$ cat config.mk
export PLATFORM = sky130hd
export DESIGN_NAME = ysyx_24090012_wb_arbiter
export DESIGN_NICKNAME = d
export VERILOG_FILES = /design/src/rtl/ysyx_24090012_wb_arbiter.sv
export SDC_FILE = /design/constraint.sdc
export NUM_CORES = 1
export LEC_CHECK = 0
export CAP_MARGIN = 25
export CORE_ASPECT_RATIO = 0.7
export CORE_UTILIZATION = 25
export DETAILED_ROUTE_END_ITERATION = 6
export GPL_ROUTABILITY_DRIVEN = 1
export GPL_TIMING_DRIVEN = 0
export PLACE_DENSITY_LB_ADDON = 0.1
export SLEW_MARGIN = 20
export SYNTH_ARGS = -nofsm -noshare
export SYNTH_HDL_FRONTEND = slang
export SYNTH_SLANG_ARGS = --single-unit
export TNS_END_PERCENT = 50
$ cat constraint.sdc
create_clock -name clock -period 2.3 [get_ports clock]
set_input_delay 0.46 -clock clock [delete_from_list [all_inputs] [get_ports clock]]
set_output_delay 0.46 -clock clock [all_outputs]
set_load 0.02 [all_outputs]
$ cat src/rtl/ysyx_24090012_wb_arbiter.sv
// ---------------------------------------------------------------------------
// ysyx_24090012_wb_arbiter
//
// Write-back arbiter. It merges two register-file write requesters (EXU on
// port 0, LSU on port 1) into one register-file write port. A 1-bit
// round-robin pointer breaks ties. An accepted write is held in
// rf_waddr/rf_wdata/rf_src until the register file takes it. Writes to
// register 0 are consumed without a register-file cycle.
//
// Ports
//   clock, reset              rising-edge clock, async active-low reset
//   req0_valid/ready/waddr/wdata   EXU write request
//   req1_valid/ready/waddr/wdata   LSU write request
//   rf_valid/ready/waddr/wdata/src register-file write port (src: 0=EXU 1=LSU)
//   raddr1, raddr2            IDU read indices
//   hazard1, hazard2          held write targets raddr1 / raddr2
//   grant_cnt0, grant_cnt1    per-requester grant counters
//
// Build option
//   YSYX_24090012_WBARB_STAT_EN  when defined, grant_cntN counts every accepted
//                                reqN handshake (wrapping); otherwise both are 0.
// ---------------------------------------------------------------------------
module ysyx_24090012_wb_arbiter #(
    parameter int ADDR_WIDTH = 5,
    parameter int DATA_WIDTH = 32
) (
    input  logic                  clock,
    input  logic                  reset,
    input  logic                  req0_valid,
    output logic                  req0_ready,
    input  logic [ADDR_WIDTH-1:0] req0_waddr,
    input  logic [DATA_WIDTH-1:0] req0_wdata,
    input  logic                  req1_valid,
    output logic                  req1_ready,
    input  logic [ADDR_WIDTH-1:0] req1_waddr,
    input  logic [DATA_WIDTH-1:0] req1_wdata,
    output logic                  rf_valid,
    input  logic                  rf_ready,
    output logic [ADDR_WIDTH-1:0] rf_waddr,
    output logic [DATA_WIDTH-1:0] rf_wdata,
    output logic                  rf_src,
    input  logic [ADDR_WIDTH-1:0] raddr1,
    input  logic [ADDR_WIDTH-1:0] raddr2,
    output logic                  hazard1,
    output logic                  hazard2,
    output logic [31:0]           grant_cnt0,
    output logic [31:0]           grant_cnt1
);

    typedef enum logic {
        IDLE = 1'b0,
        HOLD = 1'b1
    } state_t;

    state_t                  state, next_state;
    logic                    ptr;        // favoured requester on a tie
    logic                    grant;      // requester selected this cycle
    logic                    accept;     // a request handshake completes
    logic [ADDR_WIDTH-1:0]   acc_waddr;
    logic [DATA_WIDTH-1:0]   acc_wdata;

    // State register.
    always_ff @(posedge clock or negedge reset) begin
        if (!reset) begin
            state <= IDLE;
        end else begin
            // NOTE: sequential state uses non-blocking assignments so every
            // register samples the pre-edge values of the others.
            state <= next_state;
        end
    end

    // Next-state logic and arbitration.
    always_comb begin
        // NOTE: every signal written here gets a default first, so no path
        // through the case leaves one unassigned and infers a latch.
        next_state = state;
        grant      = 1'b0;
        req0_ready = 1'b0;
        req1_ready = 1'b0;
        accept     = 1'b0;
        acc_waddr  = '0;
        acc_wdata  = '0;
        case (state)
            IDLE: begin
                // A lone valid wins; on a tie the pointer decides.
                grant      = (req0_valid && req1_valid) ? ptr : req1_valid;
                // Readies are gated by reset so nothing is offered while the
                // block is held in reset.
                req0_ready = reset && req0_valid && !grant;
                req1_ready = reset && req1_valid && grant;
                accept     = req0_ready || req1_ready;
                acc_waddr  = grant ? req1_waddr : req0_waddr;
                acc_wdata  = grant ? req1_wdata : req0_wdata;
                if (accept && (acc_waddr != '0)) begin
                    next_state = HOLD;
                end
            end
            HOLD: begin
                if (rf_ready) begin
                    next_state = IDLE;
                end
            end
            default: next_state = IDLE;
        endcase
    end

    assign rf_valid = (state == HOLD);

    // Hazards only exist while a write is pending; register 0 never aliases.
    assign hazard1 = rf_valid && (rf_waddr == raddr1) && (raddr1 != '0);
    assign hazard2 = rf_valid && (rf_waddr == raddr2) && (raddr2 != '0);

    // Held write and round-robin pointer. The held fields keep their last
    // value in IDLE; only rf_valid says whether they mean anything.
    always_ff @(posedge clock or negedge reset) begin
        if (!reset) begin
            // NOTE: the held-write fields are reset too, because they are
            // visible outputs and must read as zero straight out of reset.
            ptr      <= 1'b0;
            rf_waddr <= '0;
            rf_wdata <= '0;
            rf_src   <= 1'b0;
        end else begin
            if (accept) begin
                if (acc_waddr != '0) begin
                    rf_waddr <= acc_waddr;
                    rf_wdata <= acc_wdata;
                    rf_src   <= grant;
                end else begin
                    // A write to register 0 is dropped but still takes a turn.
                    ptr <= ~ptr;
                end
            end
            if (rf_valid && rf_ready) begin
                ptr <= ~rf_src;
            end
        end
    end

`ifdef YSYX_24090012_WBARB_STAT_EN
    logic [31:0] cnt0_q, cnt1_q;

    always_ff @(posedge clock or negedge reset) begin
        if (!reset) begin
            cnt0_q <= '0;
            cnt1_q <= '0;
        end else begin
            if (req0_valid && req0_ready) cnt0_q <= cnt0_q + 32'd1;
            if (req1_valid && req1_ready) cnt1_q <= cnt1_q + 32'd1;
        end
    end

    assign grant_cnt0 = cnt0_q;
    assign grant_cnt1 = cnt1_q;
`else
    assign grant_cnt0 = '0;
    assign grant_cnt1 = '0;
`endif

endmodule

---- Word-level counts from Yosys, hierarchy flattened ----
Index checks and enable logic that the tools add are counted.
storage, ports and cells
  register bits ........................... 40
operators by class
  bitwise logic cells ..................... 3
  reduce and logical (&&, ||, !) cells .... 20
  equal/unequal tests ..................... 3
  mux-type cells .......................... 15
operators with widths
  kind                  count
  $mux W32              2
  $reduce_bool A5 Y1    4
  $logic_and A1 B1 Y1   11
  $eq A5 B5 Y1          2
  $mux W1               10
  $mux W5               2
  $reduce_and A2 Y1     2
  $not A1 Y1            3
  $ne A2 B1 Y1 const B  1
  $pmux W1 S2           1
  $reduce_bool A2 Y1    1
  $logic_not A1 Y1      1
  $logic_or A1 B1 Y1    1

---- Longest topological paths before layout ----
Gate-level depths: netlist of the first run.
  depth in word-level cells ............... 8
  gate-level depth with buffers ........... 6
  gate-level depth less buffers ........... 4

---- Least setup slack after synthesis of the first run ----
Ideal clock, no wire load.
  kind .................................... input to register
  from .................................... input port req0_waddr[1]
  to ...................................... register rf_wdata[13]
  arrival time ............................ 1913 ps
  path slack .............................. 262 ps
  stages .................................. 6
  path buffers ............................ 2
  setup time .............................. 125 ps
  cells stage by stage .................... or4_4 a211oi_2 nor3_1 buf_6 buf_6 mux2_4
between the ends
  cells in the longest elaborated chain, start to end .. 4
ends and longest elaborated chain
  item                                line  RTL
  start: declaration                  31    input logic [ADDR_WIDTH-1:0] req0_waddr,
  $mux W5                             93    acc_waddr = grant ? req1_waddr : req0_waddr;
  $mux W5                             84    case (state)
  $reduce_bool A5 Y1                  126   if (acc_waddr != '0) begin
  $reduce_and A2 Y1 (no source line)  -
  end signal: assignment              128   rf_wdata <= acc_wdata;
  end: declaration                    40    output logic [DATA_WIDTH-1:0] rf_wdata,
Every way passes these cells.
A chain may end at the register's enable or synchronous reset.

---- Worst setup path after layout of the first run ----
  from .................................... input port req0_waddr[1]
  to ...................................... register rf_wdata[21]
The elaborated chain is that of the path after synthesis.

==> flow_summary.ini, run 1 <==
[clocking]
clk_latency_ps = 280
cts.sinks = 40
path_clk_slew_ps = 60
cts_max_level = 2
cts_root_buf = clkbuf_16
cts_tree = yes
numCtsBuffers = 5
cts-hold-fix-buffers = 0
clockBufferDepth = 2

[power_and_ir_drop]
p_leak_uw = 0.002081
power_density_nw_per_um2 = 767.1
ir_drop_uv = 350.8

[sta]
grt_setup_unrepaired = yes
maxSlewViolCount = 0
timing.final.crit_share_pct = 102.2
setup_viol = 12
max_freq_mhz = 425.4
whs_ps = 12.03
period_minus_slack_ps = 2351
fin_setup_tns_ps = -452.0
tightestPinTransition_ps = 624.1
layout_setup_ws_ps = -50.54
hold_violations = 0
fin_skew_ps = 3.106
slew-limit-headroom_pct = 58.39

[route]
via_per_inst = 3.802
dr.pass1.iters = 2
wirelength_um = 6768
initialDrtViolationCount = 38
drtAntennaViolNets = 0
vias = 2137
drc = 0
avgRoutedWirePerCell_um = 12.04

[worst_hold_path]
min_path_type = input port to async pin

[cells_and_area]
antenna_cells = 0
drive_gt1_share_pct = 36.98
syn_to_final_growth_pct = 70.47
multiInputGateArea_um2 = 1386
stdcell_count = 562
fillers = 991
seq_area_um2 = 1001
final_nets = 519
final_util_pct = 43.91

[global_route]
grt_pass1_vias = 2026
grt_pass1_wl_um = 10500
grt_overflow_total = 0
grt_usage_pct = 12.31
antenna_found_initial = 0
grt_start_max_net_pins = 24

[die]
core_area_um2 = 10400
dieArea_um2 = 11130
start_util_pct = 25.76
dieWidth_um = 125.7
io_pins = 196
rows = 31
fp.dieH_um = 88.59

[place]
gp_congestion = 0.7206
place_hpwl_um = 5498
preCtsSetupSlack_ps = -851.1
dp.cells = 556
placement.io_buffers = 131

[run_status]
violations = setup timing
outcome = finished with violations

[worst_setup_path]
path_max_fanout = 10
end_kind = register
cp-start-kind = input port
path_class = input port to register
r2r-end = rf_wdata[7]
reg2reg_slack_ps = 210
worst-r2r-cell-count = 5
r2r_start = ptr
critPathArrivalTime_ps = 2510
crit_required_ps = 2460

[synthesis]
synth_adder_area_share_pct = 0
yosys.area_share.simple_pct = 4.112
netlist.area_leader.share_pct = 37.38
synth_seq_cells = 40
synth-edff-count = 0
synth-compound-area-share_pct = 2.664
synth_xor_area_share_pct = 2.617
ys_seq_area_share_pct = 37.38
synth_top_family_by_area = multiplexers
syn_area_per_cell_um2 = 11.69
synth_top_area_cell = dfrtp_1
netlist_top_cells_area = dfrtp_1 37%, mux2_2 27%, buf_4 18%, mux2_4 5.6%, xnor2_1 1.6%
ys_warn_count = 0
muxShareOfSynthArea_pct = 32.90
syn_inst = 229
synth.distinct_cells = 29
async_reset_ff_share_pct = 100.0
syn_area_um2 = 2678
synth_flop_cell = dfrtp_1

[run]
drv_cap = 0
[stage by stage]
| step | power [uW] | area (um^2) |
|---|---|---|
| 6_report | 3501 | 4564 |
| 5_1_grt | 3726 | 4564 |
| 4_1_cts | 3564 | 4562 |
| 3_5_place_dp | 2810 | 4405 |
| 3_3_place_gp | 2804 | 4390 |
| 2_1_floorplan | 2046 | 2914 |
[timing repair]
item,CTS,global route
setup endpoints to repair,41,32
buffers inserted,0,0
resized for setup,8,12
cloned,0,0
[layout by cell type, fill, tap and decap left out, types with 2 or more instances in the layout]
master / instances
clkdlybuf4s50_1: 126
mux2_2: 64
buf_4: 64
conb_1: 64
dfrtp_1: 40
mux2_4: 10
nor3_1: 5
xnor2_1: 5
clkbuf_16: 5
nand2_1: 4
clkbuf_2: 4
a21oi_1: 3
xor2_1: 3
inv_1: 3
buf_6: 3
nand3_1: 2
nor4_1: 2
nor2_1: 2
buf_2: 2
clkbuf_1: 2
o21a_1: 2
clkbuf_8: 2
[worst max path at each step]
stage                               to          start  slack (ps)
final                     rf_wdata[21]  req0_waddr[1]         -50
after global routing      rf_wdata[18]          reset        -130
after CTS                 rf_wdata[20]  req0_waddr[1]         -70
after detailed placement    req1_ready     req0_valid        -850
after global placement      req0_ready          reset       -1860
after floorplan           rf_wdata[13]  req0_waddr[1]         260
[routing by layer]
metal,up-vias,routed length (um),GRT usage (%)
li1,1069,-,-
met1,959,3103,15.98
met2,104,3057,20.00
met3,5,559,3.809
met4,0,48,3.326
met5,-,0,0
[power breakdown]
group | leakage [uW] | total, uW | internal [uW] | switching (uW)
Sequential | 0.000469 | 1100 | 936 | 162
Clock | 0.0000760 | 713 | 455 | 258
Combinational | 0.00154 | 1690 | 951 | 739
[cell families after synthesis]
group / after synthesis
multiplexers: 75
buffers and inverters: 75
XOR/XNOR: 8
other: 1
AND/OR/NAND/NOR: 20
flip-flops: 40
AO/OA/AOI/OAI: 10
[cell usage after synthesis (2+ instances only)]
cell	instances
clkbuf_1	2
a21oi_1	3
xnor2_1	5
nand2_1	4
nor2_1	2
nor3_1	5
mux2_2	64
mux2_4	10
nand3_1	2
buf_2	3
buf_4	64
nor4_1	3
buf_6	2
dfrtp_1	40
xor2_1	3
o21a_1	2
inv_1	3
[registers in the layout (all words and copies together) (netlist names)]
register,cells
rf_valid,1
rf_wdata,32
rf_waddr,5
rf_src,1
ptr,1
[critical path, cell delays in order]
cell and delay (ps):
clkdlybuf4s50_1 430, or4_4 570, a211oi_4 270, nor3_1 120
buf_6 180, buf_6 160, mux2_4 300
[final cells by class]
| class | instances | share of cell area (%) |
|---|---|---|
| inverters | 3 | 0.2467 |
| well taps | 132 | 3.618 |
| plain buffers | 71 | 11.73 |
| flip-flops and latches | 40 | 21.93 |
| multi-input cells | 177 | 30.37 |
| repair buffers | 132 | 28.76 |
| clock buffers | 7 | 3.344 |
Note: power is estimated with default switching activity, not from simulation.
==> run 2: changes to the inputs <==
--- a/config.mk
+++ b/config.mk
@@ -5,9 +5,9 @@
 export SDC_FILE = /design/constraint.sdc
 export NUM_CORES = 1
 export LEC_CHECK = 0
-export CAP_MARGIN = 25
 export CORE_ASPECT_RATIO = 0.7
 export CORE_UTILIZATION = 25
+export CTS_CLUSTER_DIAMETER = 120
 export DETAILED_ROUTE_END_ITERATION = 6
 export GPL_ROUTABILITY_DRIVEN = 1
 export GPL_TIMING_DRIVEN = 0
==> results of run 2 <==
Same layout as run 1: the final DEF is identical, and so are final timing and power.
==> run 3: changes to the inputs <==
--- a/config.mk
+++ b/config.mk
@@ -11,6 +11,7 @@
 export DETAILED_ROUTE_END_ITERATION = 6
 export GPL_ROUTABILITY_DRIVEN = 1
 export GPL_TIMING_DRIVEN = 0
+export HOLD_SLACK_MARGIN = 0.02
 export PLACE_DENSITY_LB_ADDON = 0.1
 export SLEW_MARGIN = 20
 export SYNTH_ARGS = -nofsm -noshare
==> flow_summary.ini, run 3 (synthesis results as in run 1) <==
[route]
wirelength_um = 6756
drc = 0
via_per_inst = 3.801
initialDrtViolationCount = 40
vias = 2140
dr.pass1.iters = 2
avgRoutedWirePerCell_um = 12.00
drtAntennaViolNets = 0

[place]
dp.cells = 556
placement.io_buffers = 131
preCtsSetupSlack_ps = -851.1
place_area_um2 = 4405
gp_congestion = 0.7206
place_hpwl_um = 5498

[die]
start_util_pct = 25.76
core_area_um2 = 10400
dieArea_um2 = 11130
dieWidth_um = 125.7
rows = 31
fp.dieH_um = 88.59
io_pins = 196

[worst_setup_path]
end_kind = register
cp_cell_sequence = clkdlybuf4s50_1, or4_4, a211oi_4, nor3_1, buf_6, buf_6, mux2_4
critPathSlowestCell = or4_4
critPathArrivalTime_ps = 2460
crit_family = buffers and inverters
path_max_fanout = 10
cpPeakStageDelay_ps = 570
path_class = input port to register
crit_top_cell = buf_6
crit_required_ps = 2460
cp-start-kind = input port
path_buf_inv = 3

[sta]
max_freq_mhz = 435.7
maxSlewViolCount = 0
layout_setup_ws_ps = 5.057
setup_viol = 0
period_minus_slack_ps = 2295
fin_skew_ps = 3.106
timing.final.crit_share_pct = 99.78
grt_setup_unrepaired = yes
hold_violations = 0
tightestPinTransition_ps = 825.5
slew-limit-headroom_pct = 44.78
fin_setup_tns_ps = 0

[cells_and_area]
fillers = 989
final_common_cell = clkdlybuf4s50_1
final_util_pct = 44.05
design_area_um2 = 4579
reg_top3 = rf_wdata: 32 flops, rf_waddr: 5 flops
final_nets = 520
layout_common_cells = 126 x clkdlybuf4s50_1, 64 x mux2_2, 64 x buf_4, 64 x conb_1, 40 x dfrtp_1
top_register = rf_wdata
antenna_cells = 0
drive_gt1_share_pct = 36.89
syn_to_final_growth_pct = 71.03
stdcell_count = 563
largest_reg_flops = 32

[run]
drv_cap = 0

[power_and_ir_drop]
ir_drop_uv = 351.4
p_seq_share_pct = 31.4
power_density_nw_per_um2 = 765.0
intPower_uw = 2344
p_leak_uw = 0.002090
p_comb_share_pct = 48.3
pwr-share-clk_pct = 20.4
switching_power_uw = 1159
swShare_pct = 33.08

[global_route]
grt_pass1_vias = 2029
grt_start_max_net_pins = 24
grt_pass1_wl_um = 10490
grt_overflow_total = 0
grt_usage_pct = 12.30
antenna_found_initial = 0

[clocking]
cts_tree = yes
numCtsBuffers = 5
clockBufferDepth = 2
clk_latency_ps = 280
cts_root_buf = clkbuf_16
cts_max_level = 2
path_clk_slew_ps = 60
cts.sinks = 40
post_cts_buffers = 0

[worst_hold_path]
min_path_type = input port to async pin

[run_status]
outcome = finished, final reports clean
[run 3: cell count changes in the layout (fill, tap and decap cells not counted), sizes merged]
cell | before | now
clkbuf | 13 | 12
dlygate4sd3 | 0 | 1
dlygate4sd2 | 0 | 1
[run 3: worst paths after layout]
| path | from | endpoint | slack [ps] | depth (start not counted) |
|---|---|---|---|---|
| worst min register to register | rf_wdata[8] | rf_wdata[8] | 510 | 1 |
| worst max-delay path | req0_waddr[1] | rf_wdata[21] | 5 | 7 |
| min in group clock | rf_wdata[8] | rf_wdata[8] | 510 | 1 |
| worst max register to register | ptr | rf_wdata[21] | 240 | 5 |
| max in group asynchronous | reset | rf_waddr[4] | 970 | 2 |
| worst min-delay path | reset | rf_wdata[22] | 80 | 2 |
[run 3: through the flow]
step / hold WS, ps / total power, uW
floorplan: 164.4 / 2046
CTS: 82.06 / 3566
finish: 79.51 / 3503
global placement: 489.2 / 2804
detailed placement: 447.1 / 2810
global route: 84.25 / 3728
[run 3: timing repair]
action	4_1_cts	5_1_grt
pin swaps	0	1
hold buffers	1	0
endpoints found under the setup margin	41	32
gates resized for setup	8	12
hold endpoints to repair	18	0
[run 3: cell type report]
type | instances | area, um^2 | area share (%)
multi-input cells | 177 | 1386 | 30.27
inverters | 3 | 11.26 | 0.2459
well taps | 132 | 165.2 | 3.607
flip-flops and latches | 40 | 1001 | 21.86
plain buffers | 71 | 536.8 | 11.72
repair buffers | 133 | 1326 | 28.96
clock buffers | 7 | 152.6 | 3.333
[run 3: metal layers]
metal	vias to the layer above	GRT usage, %	wire length (um)
met1	960	15.94	3092
met2	104	20.00	3056
met3	5	3.809	559
li1	1071	-	-
met4	0	3.326	48
met5	-	0	0
[run 3: power by group through the flow]
stage / logic [uW] / clock network, uW / registers [uW]
after CTS: 1710 / 755 / 1110
after floorplan: 676 / 0 / 1370
final: 1690 / 713 / 1100
after detailed placement: 1700 / 0 / 1110
after global placement: 1700 / 0 / 1100
after global routing: 1810 / 777 / 1140
